## config.mk

```make
export PLATFORM = sky130hd
export DESIGN_NAME = snake_cmd
export DESIGN_NICKNAME = d
export VERILOG_FILES = /design/src/rtl/snake_cmd_pkg.sv /design/src/rtl/cmd_fifo.sv /design/src/rtl/snake_cmd.sv
export SDC_FILE = /design/constraint.sdc
export NUM_CORES = 1
export LEC_CHECK = 0
export ABC_AREA = 0
export CORE_UTILIZATION = 43
export CTS_BUF_LIST = sky130_fd_sc_hd__clkbuf_4
export DETAILED_ROUTE_END_ITERATION = 8
export PLACE_DENSITY = 0.57
export SETUP_SLACK_MARGIN = 0.3
export SKIP_CTS_REPAIR_TIMING = 1
export SYNTH_ARGS = -nofsm -noshare
export SYNTH_HDL_FRONTEND = slang
export SYNTH_HIERARCHICAL = 1
export SYNTH_SLANG_ARGS = --single-unit
```

## constraint.sdc

```tcl
create_clock -name clk -period 4.3 [get_ports clk]
set_input_delay 0.86 -clock clk [delete_from_list [all_inputs] [get_ports clk]]
set_output_delay 0.86 -clock clk [all_outputs]
set_load 0.02 [all_outputs]
```

## src/rtl/snake_cmd_pkg.sv

```systemverilog
// rtl/snake_cmd_pkg.sv - shared command, heading and state codes for the snake command stage
package snake_cmd_pkg;

  localparam logic [3:0] CMD_UP      = 4'h1;
  localparam logic [3:0] CMD_RIGHT   = 4'h2;
  localparam logic [3:0] CMD_DOWN    = 4'h3;
  localparam logic [3:0] CMD_LEFT    = 4'h4;
  localparam logic [3:0] CMD_PAUSE   = 4'h8;
  localparam logic [3:0] CMD_RESTART = 4'h9;

  // Heading codes are also used by the snake engine.
  localparam logic [1:0] DIR_UP    = 2'b00;
  localparam logic [1:0] DIR_RIGHT = 2'b01;
  localparam logic [1:0] DIR_DOWN  = 2'b10;
  localparam logic [1:0] DIR_LEFT  = 2'b11;

  typedef enum logic {
    RUN    = 1'b0,
    PAUSED = 1'b1
  } state_e;

  // Opposite headings differ only in the top bit with this encoding.
  function automatic logic is_reversal(input logic [1:0] a, input logic [1:0] b);
    return (a ^ b) == 2'b10;
  endfunction

endpackage

```

## src/rtl/cmd_fifo.sv

```systemverilog
// rtl/cmd_fifo.sv - first-word fall-through synchronous FIFO with flush
module cmd_fifo #(
  parameter int WIDTH = 2,
  parameter int DEPTH = 4
) (
  input  logic             clk,
  input  logic             rst_n,
  input  logic             push,
  input  logic             pop,
  input  logic             flush,
  input  logic [WIDTH-1:0] din,
  output logic [WIDTH-1:0] dout,
  output logic             full,
  output logic             empty
);

  localparam int AW = $clog2(DEPTH);

  logic [AW:0]      wr_ptr_q, wr_ptr_d, rd_ptr_q, rd_ptr_d;
  logic [WIDTH-1:0] mem_q [DEPTH];
  logic [WIDTH-1:0] mem_d [DEPTH];
  logic             do_pop, do_push;

  // Extra pointer bit separates full from empty when the indices match.
  assign empty = (wr_ptr_q == rd_ptr_q);
  assign full  = (wr_ptr_q[AW] != rd_ptr_q[AW]) && (wr_ptr_q[AW-1:0] == rd_ptr_q[AW-1:0]);
  assign dout  = mem_q[rd_ptr_q[AW-1:0]];

  assign do_pop  = pop && !empty;
  assign do_push = push && (!full || do_pop);

  always_comb begin
    mem_d    = mem_q;
    wr_ptr_d = wr_ptr_q;
    rd_ptr_d = rd_ptr_q;
    if (flush) begin
      wr_ptr_d = '0;
      rd_ptr_d = '0;
    end else begin
      if (do_push) begin
        mem_d[wr_ptr_q[AW-1:0]] = din;
        wr_ptr_d                = wr_ptr_q + 1'b1;
      end
      if (do_pop) begin
        rd_ptr_d = rd_ptr_q + 1'b1;
      end
    end
  end

  always_ff @(posedge clk or negedge rst_n) begin
    if (!rst_n) begin
      wr_ptr_q <= '0;
      rd_ptr_q <= '0;
      for (int i = 0; i < DEPTH; i++) begin
        mem_q[i] <= '0;
      end
    end else begin
      wr_ptr_q <= wr_ptr_d;
      rd_ptr_q <= rd_ptr_d;
      mem_q    <= mem_d;
    end
  end

endmodule

```

## src/rtl/snake_cmd.sv

```systemverilog
// rtl/snake_cmd.sv - decodes board writes into heading, step, pause and restart for the snake engine
module snake_cmd
  import snake_cmd_pkg::*;
#(
  parameter int FIFO_DEPTH = 4,
  parameter int TICK_DIV   = 25_000_000
) (
  input  logic       clk,
  input  logic       rst_n,
  input  logic [3:0] board_data,
  input  logic       board_wr,
  output logic [1:0] dir,
  output logic       step,
  output logic       restart,
  output logic       paused,
  output logic [7:0] drop_cnt
);

  localparam int            CW      = $clog2(TICK_DIV);
  localparam logic [CW-1:0] CNT_MAX = CW'(TICK_DIV - 1);

  state_e        state_q, state_d;
  logic [CW-1:0] cnt_q, cnt_d;
  logic [1:0]    dir_q, dir_d;
  logic          step_q, step_d;
  logic          restart_q, restart_d;
  logic [7:0]    drop_q, drop_d;

  logic       cmd_dir, cmd_pause, cmd_restart;
  logic [1:0] cmd_heading;
  logic       tick, fifo_push, fifo_pop, fifo_full, fifo_empty;
  logic [1:0] fifo_dout;

  always_comb begin
    cmd_dir     = 1'b0;
    cmd_pause   = 1'b0;
    cmd_restart = 1'b0;
    cmd_heading = DIR_UP;
    if (board_wr) begin
      case (board_data)
        CMD_UP:      begin cmd_dir = 1'b1; cmd_heading = DIR_UP;    end
        CMD_RIGHT:   begin cmd_dir = 1'b1; cmd_heading = DIR_RIGHT; end
        CMD_DOWN:    begin cmd_dir = 1'b1; cmd_heading = DIR_DOWN;  end
        CMD_LEFT:    begin cmd_dir = 1'b1; cmd_heading = DIR_LEFT;  end
        CMD_PAUSE:   cmd_pause   = 1'b1;
        CMD_RESTART: cmd_restart = 1'b1;
        default:     ;
      endcase
    end
  end

  // Restart pre-empts the tick, so a restart on the wrap cycle neither steps nor pops.
  assign tick      = (state_q == RUN) && (cnt_q == CNT_MAX) && !cmd_restart;
  assign fifo_pop  = tick && !fifo_empty;
  assign fifo_push = cmd_dir && (!fifo_full || fifo_pop);

  cmd_fifo #(
    .WIDTH (2),
    .DEPTH (FIFO_DEPTH)
  ) u_fifo (
    .clk   (clk),
    .rst_n (rst_n),
    .push  (fifo_push),
    .pop   (fifo_pop),
    .flush (cmd_restart),
    .din   (cmd_heading),
    .dout  (fifo_dout),
    .full  (fifo_full),
    .empty (fifo_empty)
  );

  always_comb begin
    state_d   = state_q;
    cnt_d     = cnt_q;
    dir_d     = dir_q;
    drop_d    = drop_q;
    step_d    = tick;
    restart_d = cmd_restart;
    if (cmd_restart) begin
      state_d = RUN;
      cnt_d   = '0;
      dir_d   = DIR_RIGHT;
    end else begin
      if (state_q == RUN) begin
        cnt_d = tick ? '0 : cnt_q + 1'b1;
      end
      if (fifo_pop && !is_reversal(fifo_dout, dir_q)) begin
        dir_d = fifo_dout;
      end
      if (cmd_pause) begin
        state_d = (state_q == RUN) ? PAUSED : RUN;
      end
      if (cmd_dir && !fifo_push && drop_q != 8'hFF) begin
        drop_d = drop_q + 8'd1;
      end
    end
  end

  always_ff @(posedge clk or negedge rst_n) begin
    if (!rst_n) begin
      state_q   <= RUN;
      cnt_q     <= '0;
      dir_q     <= DIR_RIGHT;
      step_q    <= 1'b0;
      restart_q <= 1'b0;
      drop_q    <= 8'd0;
    end else begin
      state_q   <= state_d;
      cnt_q     <= cnt_d;
      dir_q     <= dir_d;
      step_q    <= step_d;
      restart_q <= restart_d;
      drop_q    <= drop_d;
    end
  end

  assign dir      = dir_q;
  assign step     = step_q;
  assign restart  = restart_q;
  assign paused   = (state_q == PAUSED);
  assign drop_cnt = drop_q;

endmodule
```

Yosys cells after proc, flatten, opt, wreduce, memory -nomap -nowiden:

Cells that the tools add are included.

* register bits: 52
* output and inout port bits: 13
* word-level logic and storage cells: 88
* input port bits: 7

* mux-type cells: 26
* add/subtract/negate cells: 4
* reduce and logical (&&, ||, !) cells: 25
* bitwise gates (word level): 5
* magnitude comparators: 3
* equal/unequal tests: 13

Operators by type and width (number)
* $mux W25: 3
* $add A25 B1 Y25 const B: 1
* $eq A25 B25 Y1 const B: 1
* $mux W2: 6
* $mux W3: 4
* $logic_and A1 B1 Y1: 11
* $mux W1: 9
* $add A8 B1 Y8 const B: 1
* $bwmux W8: 1
* $eq A4 B2 Y1 const B: 2
* $eq A4 B4 Y1 const B: 2
* $ne A8 B8 Y1 const B: 1
* $reduce_bool A2 Y1: 4
* $add A3 B1 Y3 const B: 2
* $ge A3 B3 Y1 const B: 2
* $not A2 Y3: 2
* $pmux W2 S3: 1
* $logic_not A1 Y1: 5
* $bmux W2 S2: 1
* $demux W2 S2: 1
* $eq A4 B1 Y1 const B: 1
* $eq A4 B3 Y1 const B: 1
* $reduce_and A2 Y1: 2
* $reduce_or A4 Y1: 1
* other kinds (9): 11

Logic depth before layout (Yosys ltp):

Gate-level depths: netlist of run 1.

* word-level depth: 12
* depth in mapped cells: 9
* gate-level depth less buffers: 8

Modules after synthesis:

The synthesis of run 1 kept the hierarchy.

By module, submodules not included
* snake_cmd: cells each 239, area each 2233.4 um^2, sequential area each 952.2 um^2, times used 1
* cmd_fifo: cells each 63, area each 804.5 um^2, sequential area each 350.3 um^2, times used 1

Worst setup path before layout of run 1:

Ideal clock, no wire load.

* path kind: input-to-reg
* start: input port board_data[2]
* end: register u_fifo/mem_q[0] (netlist name)
* path buffers: 1
* arrival time: 2.745 ns
* slack: 1.427 ns
* required time: 4.173 ns
* library setup time: 0.127 ns
* cell stages on the path: 8
* cells stage by stage: and4bb_2 > a21o_1 > nand4bb_1 > buf_6 > a21oi_1 > nor2b_1 > nand3_2 > mux2_1

* longest elaborated chain between the ends: 10
* elaborated cells on any way between the ends: 23
* those cells by class: eq/ne: 5; mux: 7; bitwise: 1; reduce/logical: 10

RTL lines
* start: declaration: RTL line snake_cmd.sv:10 `input logic [3:0] board_data,`
* $eq A4 B4 Y1: RTL line snake_cmd.sv:40 `case (board_data)`
* $mux W1: RTL line snake_cmd.sv:40
* $mux W1: RTL line snake_cmd.sv:39 `if (board_wr) begin`
* $logic_not A1 Y1: RTL line snake_cmd.sv:53 `assign tick = (state_q == RUN) && (cnt_q == CNT_MAX) && !cmd_restart;`
* $logic_and A1 B1 Y1: RTL line snake_cmd.sv:53
* $logic_and A1 B1 Y1: RTL line snake_cmd.sv:54 `assign fifo_pop = tick && !fifo_empty;`
* $logic_or A1 B1 Y1: RTL line snake_cmd.sv:55 `assign fifo_push = cmd_dir && (!fifo_full || fifo_pop);`
* $logic_and A1 B1 Y1 (*): RTL line snake_cmd.sv:55
* net fifo_push: RTL line snake_cmd.sv:31 `logic tick, fifo_push, fifo_pop, fifo_full, fifo_empty;`
* $logic_and A1 B1 Y1 (*): RTL line cmd_fifo.sv:30 `assign do_push = push && (!full || do_pop);`
* $reduce_and A2 Y1 (no line) (*)
* end signal: assignment: RTL line cmd_fifo.sv:60 `mem_q <= mem_d;`
* end: declaration: RTL line cmd_fifo.sv:20 `logic [WIDTH-1:0] mem_q [DEPTH];`

The timed path passes the listed nets; every way through them passes the cells marked *.
A chain may end at the register's enable or synchronous reset.

Worst setup path after layout of run 1:

* start: input port board_data[2]
* end: register u_fifo/mem_q[3] (netlist name)

The elaborated chain is that of the path after synthesis.

==> results.py, run 1 <==
metrics = {
    "synthesis": {
        "synthDistinctLibCells": 58,
        "ys_warn_count": 6,
        "yosysSeqAreaShare": 0.4287,
        "syn_area_um2": 3038,
        "synth-seq-cells": 52,
        "synthFlopType": "dfrtp_1",
        "netlist_top_cells_count": "51 x dfrtp_1, 25 x nand2_1, 23 x a21oi_1, 20 x nand3_1",
        "yosys-top-cells-area": "dfrtp_1 42%, a21oi_1 3.8%, a31oi_1 3.7%, nand3_1 3.3%, xnor2_1 3.2%",
        "synthArstFlopShare": 1.000,
        "synth_top_cell_area_share": 0.4201,
        "synthCells": 302,
        "synth_edf_count": 0,
        "yosys.area.top_type": "dfrtp_1",
        "synth.most_common_cell": "dfrtp_1",
        "synth_nets": 316,
        "avgSynthCellArea_um2": 10.06,
    },
    "clocking": {
        "clock-sinks": 52,
        "clock_path_buffers": 2,
        "cts-root-buf": "clkbuf_4",
        "clk_latency_ps": 400,
        "cts_made_buffers": 5,
        "clk_pin_slew_ps": 180,
        "cts_max_level": 2,
        "cts_tree": "built",
    },
    "sta": {
        "hold_violations": 0,
        "setup_ws_ps": 1205,
        "drv_slew": 0,
        "final.min_clock_period_ps": 3095,
        "worst_slew_pin_slew_ps": 833.5,
        "rsz0062_at_grt": "false",
        "fmax_mhz": 323.1,
        "skew_ps": 23.02,
        "fin_tns_setup_ps": 0,
        "hold_slack_ps": 500.1,
        "setup_violations": 0,
        "period_share": 0.7197,
        "maxSlewHeadroom": 0.4444,
    },
    "routing": {
        "drt-wirelength-per-cell_um": 15.65,
        "final_antenna_net_count": 0,
        "via_per_inst": 5.666,
        "drt-total-wl_um": 6511,
        "firstDrtPassIters": 4,
        "drtIter0Drc": 70,
        "route.vias.total": 2357,
        "remaining_drc_errors": 0,
    },
    "pwr": {
        "share_clk_of_total_power": 0.223,
        "combPwrFrac": 0.296,
        "switching_power_mw": 0.4829,
        "power_density_nw_per_um2": 393.7,
        "leakage_nw": 1.422,
        "seq_power_share": 0.481,
        "power_mw": 1.326,
        "p_int_mw": 0.8432,
        "peakVddDrop_uv": 205.6,
        "netSwitchingFraction": 0.3641,
    },
    "die": {
        "core_area_um2": 6794,
        "initial_core_util": 0.4471,
        "io_pins": 20,
        "die_h_um": 86.06,
        "die_width_um": 86.06,
        "num_rows": 30,
        "die_area_um2": 7405,
    },
    "finish": {
        "multiInputGateArea_um2": 1620,
        "stdcell_count": 416,
        "nets": 333,
        "drive_above_1_share": 0.1094,
        "regArea_um2": 1303,
        "fin_area_um2": 3368,
        "area_growth_pct": 10.87,
        "post-route-util": 0.4958,
        "n_antenna_cell": 0,
        "n_fill_cell": 639,
    },
    "grt": {
        "antenna_found_initial": 0,
        "grt_pass1_vias": 2193,
        "grt_start_max_net_pins": 47,
        "overflow": 0,
        "grt_use_total": 0.1898,
        "grt_pass1_wl_um": 10920,
    },
    "outcome": {
        "status": "complete, no violations",
    },
    "setup_path": {
        "crit_slowest_cell": "clkdlybuf4s50_1",
        "critPathMaxStageDelay_ps": 560,
        "crit_chain": "clkdlybuf4s50_1 > and4bb_2 > a21o_1 > nand4bb_1 > a21oi_1 > nor2b_1 > nand3_2 > mux2_1",
        "path_buf_inv": 1,
        "path_max_fanout": 6,
        "end_kind": "register",
        "critPathArrivalTime_ps": 3390,
        "required_ps": 4600,
        "worstSetupPathType": "in -> reg",
        "critPathTopFamily": "simple AND/OR/NAND/NOR gates",
        "start_kind": "primary input",
    },
    "placed_design": {
        "port_buffers": 19,
        "hpwl_um": 4643,
        "gp_congestion": 0.8300,
        "placed_cell_area_um2": 3284,
        "dp_cells": 408,
        "post-place-ws_ps": 767.6,
    },
    "worst_hold_path": {
        "min_path_type": "reg -> reg",
    },
    "job": {
        "maxCapViolations": 0,
    },
}
==> path summary, 6_finish.rpt <==
kind | to | slack [ps] | start | depth (start not counted)
setup / recovery | u_fifo/mem_q[3] | 1210 | board_data[2] | 8
hold / removal | drop_cnt[6] | 500 | drop_cnt[6] | 1
setup reg to reg | u_fifo/mem_q[3] | 1290 | cnt_q[0] | 8
hold reg to reg | drop_cnt[6] | 500 | drop_cnt[6] | 1
max in group asynchronous | cnt_q[14] | 2980 | rst_n | 2
min in group asynchronous | step | 540 | rst_n | 1
==> placed cells by master (no fill, tap or decap), types with 3 or more instances in the layout <==
master           netlist  final
dfrtp_1               51     51
nand2_1               25     25
a21oi_1               23     23
nand3_1               20     20
nor2_1                18     18
a31oi_1               18     18
clkdlybuf4s50_1        0     18
xnor2_1               11     11
nand4_1               10     10
inv_1                  9      9
o21ai_0                8      8
mux2_1                 8      8
nor3_1                 7      7
ha_1                   7      7
and3_1                 6      6
nor4_1                 5      5
nand2b_1               5      5
a41oi_1                5      5
xor2_1                 5      5
clkbuf_4               0      5
mux2i_1                4      4
and4_1                 3      3
or2_2                  3      3
buf_4                  0      3
nand3_2                3      3
==> sequential cells by signal, summed over array words and instances (netlist names) <==
register,cells
cnt_q,25
step,1
u_fifo/rd_ptr_q,3
u_fifo/wr_ptr_q,3
dir,2
restart,1
u_fifo/mem_q,8
drop_cnt,8
paused,1
==> per-layer routing <==
layer,up-vias,GRT usage,wire [µm],part of all wire
met5,-,0,0,0
met4,0,0.05000,75,0.012
met3,7,0.03272,177,0.027
met2,36,0.3131,3024,0.46
met1,1151,0.2588,3234,0.50
li1,1163,-,-,-
==> cell families after synthesis <==
| group | Yosys count | synth area share |
|---|---|---|
| DFF | 52 | 0.4287 |
| xor gates and xnor gates | 17 | 0.05148 |
| and+or+nand+nor | 123 | 0.2327 |
| AOI/OAI and AO/OA | 66 | 0.1553 |
| adders and majority gates | 7 | 0.02883 |
| buffers and inverters | 21 | 0.03789 |
| muxes | 16 | 0.06507 |
==> power by group through the flow <==
stage / sequential, mW / clock [mW] / combinational (mW)
6_report: 0.638 / 0.296 / 0.392
5_1_grt: 0.653 / 0.322 / 0.440
4_1_cts: 0.640 / 0.304 / 0.395
3_5_place_dp: 0.650 / 0 / 0.392
3_3_place_gp: 0.647 / 0 / 0.387
2_1_floorplan: 0.637 / 0 / 0.292
==> final cells by class <==
type                            count  area share
Multi-Input combinational cell    229      0.4811
Sequential cell                    52      0.3867
Timing Repair Buffer               22     0.06166
Tap cell                           96     0.03566
Clock inverter                      3     0.01374
Clock buffer                        5     0.01114
Inverter                            9     0.01003
No activity file was read; power rests on OpenSTA's default activity.
==> inputs of run 2 (changes only) <==
--- a/config.mk
+++ b/config.mk
@@ -9,7 +9,7 @@
 export CORE_UTILIZATION = 43
 export CTS_BUF_LIST = sky130_fd_sc_hd__clkbuf_4
 export DETAILED_ROUTE_END_ITERATION = 8
-export PLACE_DENSITY = 0.57
+export PLACE_DENSITY = 0.59
 export SETUP_SLACK_MARGIN = 0.3
 export SKIP_CTS_REPAIR_TIMING = 1
 export SYNTH_ARGS = -nofsm -noshare
==> constraint.sdc (replaced) <==
create_clock -name clk -period 2.7 [get_ports clk]
set_input_delay 0.54 -clock clk [delete_from_list [all_inputs] [get_ports clk]]
set_output_delay 0.54 -clock clk [all_outputs]
set_load 0.02 [all_outputs]
==> results.py, run 2 (same netlist as run 1, synthesis figures left out) <==
metrics = {
    "routing": {
        "via_per_inst": 5.567,
        "drt-wirelength-per-cell_um": 15.46,
        "firstDrtPassIters": 4,
        "final_antenna_net_count": 0,
        "drtIter0Drc": 171,
        "route.vias.total": 2505,
        "drt-total-wl_um": 6957,
        "remaining_drc_errors": 0,
    },
    "sta": {
        "final.min_clock_period_ps": 2556,
        "maxSlewHeadroom": 0.3901,
        "hold_violations": 0,
        "setup_violations": 0,
        "skew_ps": 16.45,
        "rsz0062_at_grt": "true",
        "hold_slack_ps": 270.9,
        "drv_slew": 0,
        "period_share": 0.9468,
        "worst_slew_pin_slew_ps": 914.9,
        "fmax_mhz": 391.2,
    },
    "pwr": {
        "leakage_nw": 1.608,
        "power_density_nw_per_um2": 581.4,
        "peakVddDrop_uv": 278.5,
    },
    "setup_path": {
        "end_kind": "register",
        "start_kind": "register",
        "critPathArrivalTime_ps": 2820,
        "path_max_fanout": 5,
        "required_ps": 2970,
        "worstSetupPathType": "reg -> reg",
    },
    "finish": {
        "nets": 367,
        "drive_above_1_share": 0.2401,
        "regMostFlops": "cnt_q",
        "post-route-util": 0.5453,
        "area_growth_pct": 21.95,
        "largest_register_ffs": 25,
        "n_antenna_cell": 0,
        "final_cell_mix": "49 x dfrtp_1, 36 x buf_4, 25 x nand2_1",
        "final_common_cell": "dfrtp_1",
    },
    "die": {
        "die_area_um2": 7405,
        "io_pins": 20,
        "num_rows": 30,
        "core_area_um2": 6794,
        "die_width_um": 86.06,
        "initial_core_util": 0.4471,
        "die_h_um": 86.06,
    },
    "grt": {
        "grt_pass1_vias": 2337,
        "grt_use_total": 0.1992,
        "grt_pass1_wl_um": 11630,
        "overflow": 0,
        "grt_start_max_net_pins": 41,
        "antenna_found_initial": 0,
    },
    "job": {
        "maxCapViolations": 0,
    },
    "clocking": {
        "cts_made_buffers": 5,
        "clock_path_buffers": 2,
        "clock-sinks": 52,
        "clk_latency_ps": 380,
        "clk_pin_slew_ps": 160,
        "cts_tree": "built",
        "cts_max_level": 2,
        "cts-root-buf": "clkbuf_4",
    },
    "outcome": {
        "status": "complete, no violations",
    },
    "placed_design": {
        "port_buffers": 19,
        "gp_congestion": 0.8476,
        "hpwl_um": 5031,
    },
    "worst_hold_path": {
        "min_path_type": "in -> async",
    },
}
[run 2: power breakdown]
| part | leakage [nW] | switching, mW | internal, mW |
|---|---|---|---|
| registers | 0.703 | 0.141 | 0.888 |
| clock network | 0.0324 | 0.253 | 0.0965 |
| logic | 0.872 | 0.410 | 0.366 |
| total | 1.61 | 0.803 | 1.35 |
[run 2: worst max-delay path, stage by stage (launching register included)]
cell and delay [ps]:
dfrtp_1 460, ha_4 180, or4bb_1 420, nor4_2 160, nand4bb_1 220, a21oi_4 260, o41ai_4 120, nor3b_2 280
mux2_1 360
[run 2: area by class of cell]
type	count	area [µm²]
timing repair buffer	56	475.5
clock buffer	5	37.54
fill	636	3089
tap	96	120.1
multi-input combinational	229	1719
clock inverter	3	13.76
sequential	52	1305
inverter	9	33.78
[run 2: path summary, 6_finish.rpt]
| kind | from | to | slack, ps | depth (start not counted) |
|---|---|---|---|---|
| min in group clk | drop_cnt[5] | drop_cnt[5] | 500 | 1 |
| max in group asynchronous | rst_n | cnt_q[4] | 1740 | 2 |
| hold / removal | rst_n | step | 270 | 1 |
| setup reg to reg | cnt_q[0] | u_fifo/mem_q[7] | 140 | 8 |
| setup / recovery | cnt_q[0] | u_fifo/mem_q[7] | 140 | 8 |
| hold reg to reg | drop_cnt[5] | drop_cnt[5] | 500 | 1 |
[run 2: per-stage QoR]
stage | TNS (ps) | total power [mW] | worst slack [ps] | std cells | cell area (µm²)
CTS | 0 | 2.086 | 100.4 | 446 | 3601
global route | 0 | 2.297 | 26.11 | 450 | 3705
floorplan | 0 | 1.493 | 240.0 | 302 | 3065
detailed placement | -1209 | 1.737 | -150.0 | 438 | 3550
finish | 0 | 2.154 | 143.7 | 450 | 3705
global placement | -513.7 | 1.722 | -63.68 | 438 | 3550
[run 2: per-layer routing]
layer  routed length, µm  track usage
met1                3509       0.2990
met4                  64      0.04545
met2                3107       0.2987
met3                 275      0.03369
met5                   0            0
==> inputs of run 3 (changes only) <==
--- a/config.mk
+++ b/config.mk
@@ -9,6 +9,7 @@
 export CORE_UTILIZATION = 43
 export CTS_BUF_LIST = sky130_fd_sc_hd__clkbuf_4
 export DETAILED_ROUTE_END_ITERATION = 8
+export HOLD_SLACK_MARGIN = 0.02
 export PLACE_DENSITY = 0.59
 export SETUP_SLACK_MARGIN = 0.3
 export SKIP_CTS_REPAIR_TIMING = 1
==> results of run 3 <==
No change in the layout: final DEF, timing and power equal those of run 2.
